<file path="src/rtl/ysyx_22041207_cache_pkg.sv">
// Shared types and constants for the cache sequencing controller.
package ysyx_22041207_cache_pkg;

    typedef enum logic [2:0] {
        IDLE,
        LOOKUP,
        REFILL,
        BYPASS,
        WRITE,
        RESP
    } state_e;

    localparam logic IFU = 1'b0;
    localparam logic LSU = 1'b1;

    localparam int LINE_OFF_W = 3;

    localparam logic [63:0] MMIO_BASE_DEF = 64'h0000_0000_A000_0000;

    function automatic logic [63:0] line_align(input logic [63:0] a);
        return {a[63:LINE_OFF_W], {LINE_OFF_W{1'b0}}};
    endfunction

endpackage

</file>
<file path="src/rtl/ysyx_22041207_rr_arb2.sv">
// Two-way round-robin arbiter; pointer names the port that wins a tie.
module ysyx_22041207_rr_arb2 (
    input  logic       clk,
    input  logic       rst,
    input  logic       en,
    input  logic [1:0] valid,
    output logic [1:0] grant,
    output logic       idx
);

    logic ptr;

    always_comb begin
        idx   = (&valid) ? ptr : valid[1];
        grant = 2'b00;
        if (en && |valid) begin
            grant = idx ? 2'b10 : 2'b01;
        end
    end

    // After a grant the loser gets the next tie.
    always_ff @(posedge clk or posedge rst) begin
        if (rst) begin
            ptr <= 1'b1;
        end else if (|grant) begin
            ptr <= ~idx;
        end
    end

endmodule

</file>
<file path="src/rtl/ysyx_22041207_cache_ctrl.sv">
// Arbitrates IFU/LSU onto the cache and memory bus: hit lookup,
// refill, write-through with invalidate, and uncached MMIO bypass.
module ysyx_22041207_cache_ctrl
    import ysyx_22041207_cache_pkg::*;
#(
    parameter logic [63:0] MMIO_BASE = MMIO_BASE_DEF
) (
    input  logic         clk,
    input  logic         rst,
    input  logic [1:0]   req_valid,
    output logic [1:0]   req_ready,
    input  logic [127:0] req_addr,
    input  logic [1:0]   req_wen,
    input  logic [127:0] req_wdata,
    input  logic [15:0]  req_wmask,
    output logic [1:0]   resp_valid,
    output logic [63:0]  resp_data,
    output logic [63:0]  c_raddr,
    input  logic         c_hit,
    input  logic [63:0]  c_rdata,
    output logic         c_fill,
    output logic [63:0]  c_fill_addr,
    output logic [63:0]  c_fill_data,
    output logic         c_inv,
    output logic [63:0]  c_inv_addr,
    output logic [63:0]  c_inv_data,
    output logic [7:0]   c_inv_mask,
    output logic         mem_req,
    output logic         mem_wen,
    output logic [63:0]  mem_addr,
    output logic [63:0]  mem_wdata,
    output logic [7:0]   mem_wmask,
    input  logic         mem_ack,
    input  logic [63:0]  mem_rdata
);

    state_e      state_q, state_d;
    logic        port_q;
    logic [63:0] addr_q;
    logic        mmio_q;
    logic [63:0] wdata_q;
    logic [7:0]  wmask_q;
    logic        first_q;
    logic [63:0] data_q;

    logic [1:0]  grant;
    logic        gidx;
    logic [63:0] sel_addr;
    logic [63:0] sel_wdata;
    logic [7:0]  sel_wmask;
    logic        sel_wen;
    logic        sel_mmio;

    ysyx_22041207_rr_arb2 u_arb (
        .clk   (clk),
        .rst   (rst),
        .en    (state_q == IDLE),
        .valid (req_valid),
        .grant (grant),
        .idx   (gidx)
    );

    assign sel_addr  = gidx ? req_addr[127:64]  : req_addr[63:0];
    assign sel_wdata = gidx ? req_wdata[127:64] : req_wdata[63:0];
    assign sel_wmask = gidx ? req_wmask[15:8]   : req_wmask[7:0];
    assign sel_wen   = gidx ? req_wen[1]        : req_wen[0];
    assign sel_mmio  = sel_addr >= MMIO_BASE;

    assign resp_data = data_q;

    always_comb begin
        state_d     = state_q;
        req_ready   = 2'b00;
        resp_valid  = 2'b00;
        c_raddr     = '0;
        c_fill      = 1'b0;
        c_fill_addr = '0;
        c_fill_data = '0;
        c_inv       = 1'b0;
        c_inv_addr  = '0;
        c_inv_data  = '0;
        c_inv_mask  = '0;
        mem_req     = 1'b0;
        mem_wen     = 1'b0;
        mem_addr    = '0;
        mem_wdata   = '0;
        mem_wmask   = '0;
        unique case (state_q)
            IDLE: begin
                req_ready = grant;
                if (|grant) begin
                    if (sel_wen)       state_d = WRITE;
                    else if (sel_mmio) state_d = BYPASS;
                    else               state_d = LOOKUP;
                end
            end
            LOOKUP: begin
                c_raddr = addr_q;
                state_d = c_hit ? RESP : REFILL;
            end
            REFILL: begin
                mem_req  = 1'b1;
                mem_addr = line_align(addr_q);
                if (mem_ack) begin
                    c_fill      = 1'b1;
                    c_fill_addr = line_align(addr_q);
                    c_fill_data = mem_rdata;
                    state_d     = RESP;
                end
            end
            BYPASS: begin
                mem_req  = 1'b1;
                mem_addr = line_align(addr_q);
                if (mem_ack) state_d = RESP;
            end
            WRITE: begin
                mem_req   = 1'b1;
                mem_wen   = 1'b1;
                mem_addr  = addr_q;
                mem_wdata = wdata_q;
                mem_wmask = wmask_q;
                // Write-through, no-allocate: drop the line once.
                if (first_q && !mmio_q) begin
                    c_inv      = 1'b1;
                    c_inv_addr = addr_q;
                    c_inv_data = wdata_q;
                    c_inv_mask = wmask_q;
                end
                if (mem_ack) state_d = RESP;
            end
            RESP: begin
                resp_valid[IFU] = (port_q == IFU);
                resp_valid[LSU] = (port_q == LSU);
                state_d = IDLE;
            end
            default: state_d = IDLE;
        endcase
    end

    always_ff @(posedge clk or posedge rst) begin
        if (rst) begin
            state_q <= IDLE;
            port_q  <= IFU;
            addr_q  <= '0;
            mmio_q  <= 1'b0;
            wdata_q <= '0;
            wmask_q <= '0;
            first_q <= 1'b0;
            data_q  <= '0;
        end else begin
            state_q <= state_d;
            first_q <= (state_q == IDLE);
            if (state_q == IDLE && |grant) begin
                port_q  <= gidx;
                addr_q  <= sel_addr;
                mmio_q  <= sel_mmio;
                wdata_q <= sel_wdata;
                wmask_q <= sel_wmask;
            end
            if (state_q == LOOKUP && c_hit) begin
                data_q <= c_rdata;
            end
            if ((state_q == REFILL || state_q == BYPASS) && mem_ack) begin
                data_q <= mem_rdata;
            end
            if (state_q == WRITE && mem_ack) begin
                data_q <= '0;
            end
        end
    end

endmodule

</file>
<file path="config.mk">
export PLATFORM = sky130hd
export DESIGN_NAME = ysyx_22041207_cache_ctrl
export DESIGN_NICKNAME = d
export VERILOG_FILES = /design/src/rtl/ysyx_22041207_cache_pkg.sv /design/src/rtl/ysyx_22041207_rr_arb2.sv /design/src/rtl/ysyx_22041207_cache_ctrl.sv
export SDC_FILE = /design/constraint.sdc
export NUM_CORES = 1
export LEC_CHECK = 0
export CAP_MARGIN = 20
export CORE_AREA = 2 2 369 371
export CTS_CLUSTER_SIZE = 8
export DETAILED_ROUTE_END_ITERATION = 8
export DIE_AREA = 0 0 371 373
export GPL_ROUTABILITY_DRIVEN = 0
export SYNTH_ARGS = -nofsm -noshare
export SYNTH_HDL_FRONTEND = slang
export SYNTH_HIERARCHICAL = 1
export SYNTH_SLANG_ARGS = --single-unit
</file>
<file path="constraint.sdc">
create_clock -name clk -period 15.6 [get_ports clk]
set_input_delay 3.12 -clock clk [delete_from_list [all_inputs] [get_ports clk]]
set_output_delay 3.12 -clock clk [all_outputs]
set_load 0.1 [all_outputs]
</file>
* Yosys cells after proc, flatten, opt, wreduce, memory -nomap -nowiden *
Index checks and enable logic that the tools add are counted.
Widths: inputs -> output; s select.

storage, ports and cells
  flip-flop bits (word level) = 207
  input bits = 408
  output and inout port bits = 536
  logic and storage cells = 73

operators by class
  $lt $le $gt $ge = 1
  eq/ne operators = 7
  multiplexer cells = 38
  bitwise gates (word level) = 2
  reduce and logical (&&, ||, !) cells = 16

operators with widths
  operator              number
  $mux 64               15
  $pmux 64 s2           1
  $ge 64x32->1 const B  1
  $mux 8                4
  $mux 3                4
  $mux 2                5
  $pmux 3 s3            1
  $mux 1                8
  $eq 3x2->1 const B    2
  $eq 3x3->1 const B    2
  $logic_and 1x1->1     6
  $reduce_or 2->1       3
  $reduce_and 2->1      2
  $eq 3x1->1 const B    1
  $logic_not 3->1       1
  $reduce_bool 3->1     1
  $reduce_or 3->1       1
  $ne 2x1->1 const B    1
  $ne 2x2->1 const B    1
  $not 1->1             2
  $logic_not 1->1       1
  $logic_or 1x1->1      1

* Logic depth before layout (Yosys ltp) *
  depth in word-level cells = 8
  gate-level depth with buffers = 10
  mapped depth without buffers = 7

* Cells and area by module *
The synthesis kept the hierarchy.

modules (own cells, without submodules)
  module                    instances  cells each  area each (µm²)  sequential area each (µm²)
  ysyx_22041207_cache_ctrl  1          1398        12534.5          5154.9
  ysyx_22041207_rr_arb2     1          9           68.8             26.3

* Least setup slack after synthesis *
OpenSTA, ideal clock, no wires.

  kind = input to output
  start = in mem_ack
  end = out c_fill_addr[54]
  data arrival time = 5.394 ns
  data required time = 12.480 ns
  slack = 7.086 ns
  stages = 4
  buffers on the path = 1
  path through = inv_1 -> nor3_2 -> clkbuf_1 -> and2_1

on the way
  cells in the longest elaborated chain, start to end = 2

RTL lines
  what                line                             source
  start: declaration  ysyx_22041207_cache_ctrl.sv:33   input logic mem_ack,
  $mux 64             ysyx_22041207_cache_ctrl.sv:104  if (mem_ack) begin
  $mux 64             ysyx_22041207_cache_ctrl.sv:88   unique case (state_q)
  end: declaration    ysyx_22041207_cache_ctrl.sv:22   output logic [63:0] c_fill_addr,

Every way passes these cells.

* Worst setup path in the final report *
  start = in mem_ack
  end = out c_fill_addr[56]

Same word-level chain as after synthesis.

==> summary.json <==
{
  "status": {"value": "finished, final reports clean"},
  "relSlewSlack": {"value": 0.172},
  "unrepaired_setup_endpoints_after_global_routing": {"value": "false"},
  "post_cts_buffers": {"value": 0},
  "drc": {"value": 0},
  "r2r_start": {"value": "u_arb/ptr$_DFFE_PP1P_"},
  "worst_path_largest_cell_delay": {"value": 1.14, "unit": "ns"},
  "tmin_final": {"value": 9.31, "unit": "ns"},
  "vias": {"value": 14100},
  "via_density_per_instance": {"value": 3.42},
  "cp_data_required_time": {"value": 12.48, "unit": "ns"},
  "synth_area_per_cell": {"value": 8.96, "unit": "sq um"},
  "r2r-end": {"value": "state_q[1]$_DFFE_PP0P_"},
  "total_switching_power": {"value": 3.90, "unit": "mW"},
  "largest_delay_share_family_worst_path": {"value": "buffers and inverters"},
  "die_x": {"value": 371, "unit": "um"},
  "area_growth_syn_to_layout": {"value": 98.7, "unit": "%"},
  "power.share.clock": {"value": 0.132},
  "tritoncts": {"value": "yes"},
  "detailedRoute.firstPassIterationCount": {"value": 8},
  "dp_worst_setup_slack": {"value": 6.34, "unit": "ns"},
  "rr_worst_depth": {"value": 9},
  "clock_sink_count": {"value": 207},
  "fp-row-count": {"value": 135},
  "syn-cell-area": {"value": 12600, "unit": "sq um"},
  "total_power": {"value": 6.19, "unit": "mW"},
  "core": {"value": 135000, "unit": "sq um"},
  "cts_buffer_depth": {"value": 3},
  "switching_portion_of_total_power": {"value": 0.630},
  "crit_path_max_fanout": {"value": 106},
  "irDropWorstVdd": {"value": 0.140, "unit": "mV"},
  "grt_first_pass_wirelength": {"value": 119000, "unit": "um"},
  "cellInternalPower": {"value": 2.29, "unit": "mW"},
  "grt_overflow": {"value": 0},
  "final_antenna_net_count": {"value": 0},
  "critical_path.endpoint_type": {"value": "output port"},
  "htreeDepth": {"value": 2},
  "clock_insertion_delay_worst_skew": {"value": 0.57, "unit": "ns"},
  "top_level_ports": {"value": 944},
  "cpMaxStageDelayCell": {"value": "sky130_fd_sc_hd__clkdlybuf4s50_1"},
  "setup.worst_path.start": {"value": "mem_ack"},
  "ys_warn_count": {"value": 6},
  "largest_net_degree_at_the_start_of_global_routing": {"value": 195},
  "cp_num_buf_inv": {"value": 4},
  "finalSetupTns": {"value": 0, "unit": "ns"},
  "cts_made_buffers": {"value": 36},
  "grt_antenna_before_repair": {"value": 31},
  "timing_max_transition_violations_final": {"value": 0},
  "totalWireLength": {"value": 90200, "unit": "um"},
  "sequentialPowerShare": {"value": 0.195},
  "clk_root_buffer_cell": {"value": "sky130_fd_sc_hd__clkbuf_16"},
  "ff2ff_setup_slack": {"value": 11.55, "unit": "ns"},
  "route.detailed.wl_per_inst": {"value": 22.0, "unit": "um"},
  "hold_depth": {"value": 2},
  "timing.fmax": {"value": 107, "unit": "MHz"},
  "timing.final.crit_share": {"value": 0.597},
  "design.final.nets": {"value": 2693},
  "ctsResizeCount": {"value": 0},
  "cp_cell_sequence": {"value": "clkdlybuf4s50_1, inv_1, nor3_4, buf_4, and2_1, clkdlybuf4s50_1"},
  "path_class": {"value": "input port to output port"},
  "drive_above_1_share": {"value": 0.0464},
  "critical_path_cell_count": {"value": 6},
  "die-height": {"value": 373, "unit": "um"},
  "worst_setup_path_start_kind": {"value": "input port"},
  "finalWorstSetupSlack": {"value": 6.29, "unit": "ns"},
  "critical-path-top-cell-by-count": {"value": "sky130_fd_sc_hd__clkdlybuf4s50_1"},
  "num-fill-cells": {"value": 15000},
  "initial_core_util": {"value": 0.0936},
  "clk_pin_slew_worst_paths": {"value": 0.05, "unit": "ns"},
  "max_slew.worst_pin.slew": {"value": 1.24, "unit": "ns"},
  "drtIter0Drc": {"value": 990},
  "critPathArrivalTime": {"value": 6.19, "unit": "ns"},
  "power_density": {"value": 247, "unit": "nW/um^2"},
  "gr-usage-all-layers": {"value": 0.125},
  "dominantRegCellSynth": {"value": "sky130_fd_sc_hd__dfrtp_1"},
  "postSynthRegisterBits": {"value": 207},
  "maxCapViolations": {"value": 0},
  "setup_viol": {"value": 0},
  "dp_hpwl": {"value": 73700, "unit": "um"},
  "combinationalPowerShare": {"value": 0.673},
  "grt_pass1_vias": {"value": 13900},
  "synth_sequential_area_ratio": {"value": 0.411},
  "p_leak": {"value": 9.88, "unit": "nW"},
  "synthesis.instances": {"value": 1407},
  "netlist_cell_types": {"value": 46},
  "fin_worst_skew": {"value": 0.0262, "unit": "ns"},
  "io_buffers": {"value": 940},
  "synth_edf_count": {"value": 0},
  "worstSetupEndpoint": {"value": "c_fill_addr[56]"},
  "number_of_standard_cells_in_the_final_layout_excluding_fillers": {"value": 4105},
  "place.detailed.instances": {"value": 4028},
  "postSynth.asyncResetShare": {"value": 1.00},
  "die_area": {"value": 138000, "unit": "sq um"},
  "hp-class": {"value": "flip-flop to flip-flop"},
  "final-hold-violation-count": {"value": 0},
  "hold_buffers": {"value": 0}
}
==> cells in the mapped netlist (2+ instances only) <==
cell type / number / area share
sky130_fd_sc_hd__nand2b_1: 3 / 0.0015
sky130_fd_sc_hd__and2_1: 465 / 0.23
sky130_fd_sc_hd__nor4_1: 10 / 0.0050
sky130_fd_sc_hd__nand2_1: 4 / 0.0012
sky130_fd_sc_hd__mux2_2: 3 / 0.0027
sky130_fd_sc_hd__inv_1: 67 / 0.020
sky130_fd_sc_hd__nor2_1: 144 / 0.043
sky130_fd_sc_hd__a31oi_1: 2 / 0.00099
sky130_fd_sc_hd__a222oi_1: 64 / 0.051
sky130_fd_sc_hd__clkbuf_1: 75 / 0.022
sky130_fd_sc_hd__or4_1: 2 / 0.0012
sky130_fd_sc_hd__nand3b_1: 2 / 0.0012
sky130_fd_sc_hd__o21a_1: 2 / 0.0012
sky130_fd_sc_hd__mux2i_1: 136 / 0.11
sky130_fd_sc_hd__nor3_1: 4 / 0.0016
sky130_fd_sc_hd__and4_1: 2 / 0.0014
sky130_fd_sc_hd__o21ai_0: 6 / 0.0024
sky130_fd_sc_hd__buf_4: 5 / 0.0030
sky130_fd_sc_hd__a21oi_1: 141 / 0.056
sky130_fd_sc_hd__buf_6: 10 / 0.0089
sky130_fd_sc_hd__buf_1: 4 / 0.0012
sky130_fd_sc_hd__buf_2: 27 / 0.011
sky130_fd_sc_hd__dfrtp_1: 206 / 0.41
==> flip-flops by register name, summed over array words and instances, names as in the netlist <==
signal	cells
mmio_q	1
resp_data	64
wmask_q	8
addr_q	64
wdata_q	64
state_q	3
port_q	1
first_q	1
u_arb/ptr	1
==> per-layer routing <==
metal | up-vias | track usage | share of wire
met4 | 4 | 0.0302 | 0.022
met5 | - | 0 | 0.00025
met3 | 103 | 0.0294 | 0.068
met1 | 6766 | 0.167 | 0.45
met2 | 682 | 0.200 | 0.46
li1 | 6496 | - | -
==> cells by family (layout without fill, tap and decap cells) <==
group / Yosys count / count (layout) / share of synthesized area
simple gates: 652 / 652 / 0.297
buf+inv: 189 / 1085 / 0.0665
other cells: 1 / 22 / 0.000298
mux: 139 / 139 / 0.111
compound gates: 219 / 219 / 0.114
flops: 207 / 207 / 0.411
==> power by group through the flow <==
| stage | logic (mW) | clock network, mW | registers, mW |
|---|---|---|---|
| 3_3_place_gp | 4.18 | 0 | 1.22 |
| 4_1_cts | 4.21 | 0.859 | 1.22 |
| 6_report | 4.17 | 0.815 | 1.21 |
| 2_1_floorplan | 2.64 | 0 | 1.48 |
| 3_5_place_dp | 4.20 | 0 | 1.22 |
| 5_1_grt | 4.33 | 0.874 | 1.25 |
==> how the worst min path moves through the flow <==
stage,from,to
after floorplan,mmio_q$_DFFE_PP0P_,mmio_q$_DFFE_PP0P_
after global placement,resp_data[14]$_DFFE_PP0P_,resp_data[14]$_DFFE_PP0P_
after detailed placement,resp_data[31]$_DFFE_PP0P_,resp_data[31]$_DFFE_PP0P_
after CTS,resp_data[31]$_DFFE_PP0P_,resp_data[31]$_DFFE_PP0P_
after global routing,resp_data[44]$_DFFE_PP0P_,resp_data[44]$_DFFE_PP0P_
final,resp_data[18]$_DFFE_PP0P_,resp_data[18]$_DFFE_PP0P_
==> worst reg2reg max path: cells and delay by family (launching register included) <==
family	cells	cell delay, ns
AOI/OAI and AO/OA	2	0.47
buffers and inverters	3	1.59
DFF	1	0.55
and+or+nand+nor	4	1.35
==> cell usage in the layout, fill, tap and decap left out, types with 3 or more instances in the layout <==
cell type and instances:
sky130_fd_sc_hd__mux2_2 3, sky130_fd_sc_hd__clkbuf_1 8, sky130_fd_sc_hd__a222oi_1 64, sky130_fd_sc_hd__dfrtp_1 206
sky130_fd_sc_hd__bufinv_16 3, sky130_fd_sc_hd__diode_2 19, sky130_fd_sc_hd__nand2b_1 3, sky130_fd_sc_hd__conb_1 3
sky130_fd_sc_hd__nand2_1 4, sky130_fd_sc_hd__clkdlybuf4s50_1 920, sky130_fd_sc_hd__nor4_1 10, sky130_fd_sc_hd__mux2i_1 136
sky130_fd_sc_hd__inv_1 66, sky130_fd_sc_hd__clkbuf_16 38, sky130_fd_sc_hd__buf_4 38, sky130_fd_sc_hd__and2_1 463
sky130_fd_sc_hd__a21oi_1 141, sky130_fd_sc_hd__nor2_1 142, sky130_fd_sc_hd__clkinv_2 5, sky130_fd_sc_hd__nor3_1 4
sky130_fd_sc_hd__o21ai_0 6, sky130_fd_sc_hd__clkbuf_8 3
==> per-stage QoR <==
stage                     utilization  hold WS, ns  cell area (sq um)
after global routing            0.186        0.507              25000
final                           0.186        0.486              25000
after global placement          0.177        0.472              23800
after floorplan                     -        0.473              12600
after CTS                       0.186        0.489              25000
after detailed placement        0.177        0.476              23800
==> cell type report <==
cell class,instances,area [sq um],area share
inverters,67,259,0.0103
flip-flops and latches,207,5180,0.207
well taps,1781,2230,0.0890
repair buffers,960,9530,0.381
multi-input cells,1013,6640,0.265
diodes,19,47.5,0.00190
clock buffers,49,1020,0.0408
clock inverters,9,131,0.00525
(Power assumes the default switching activity.)
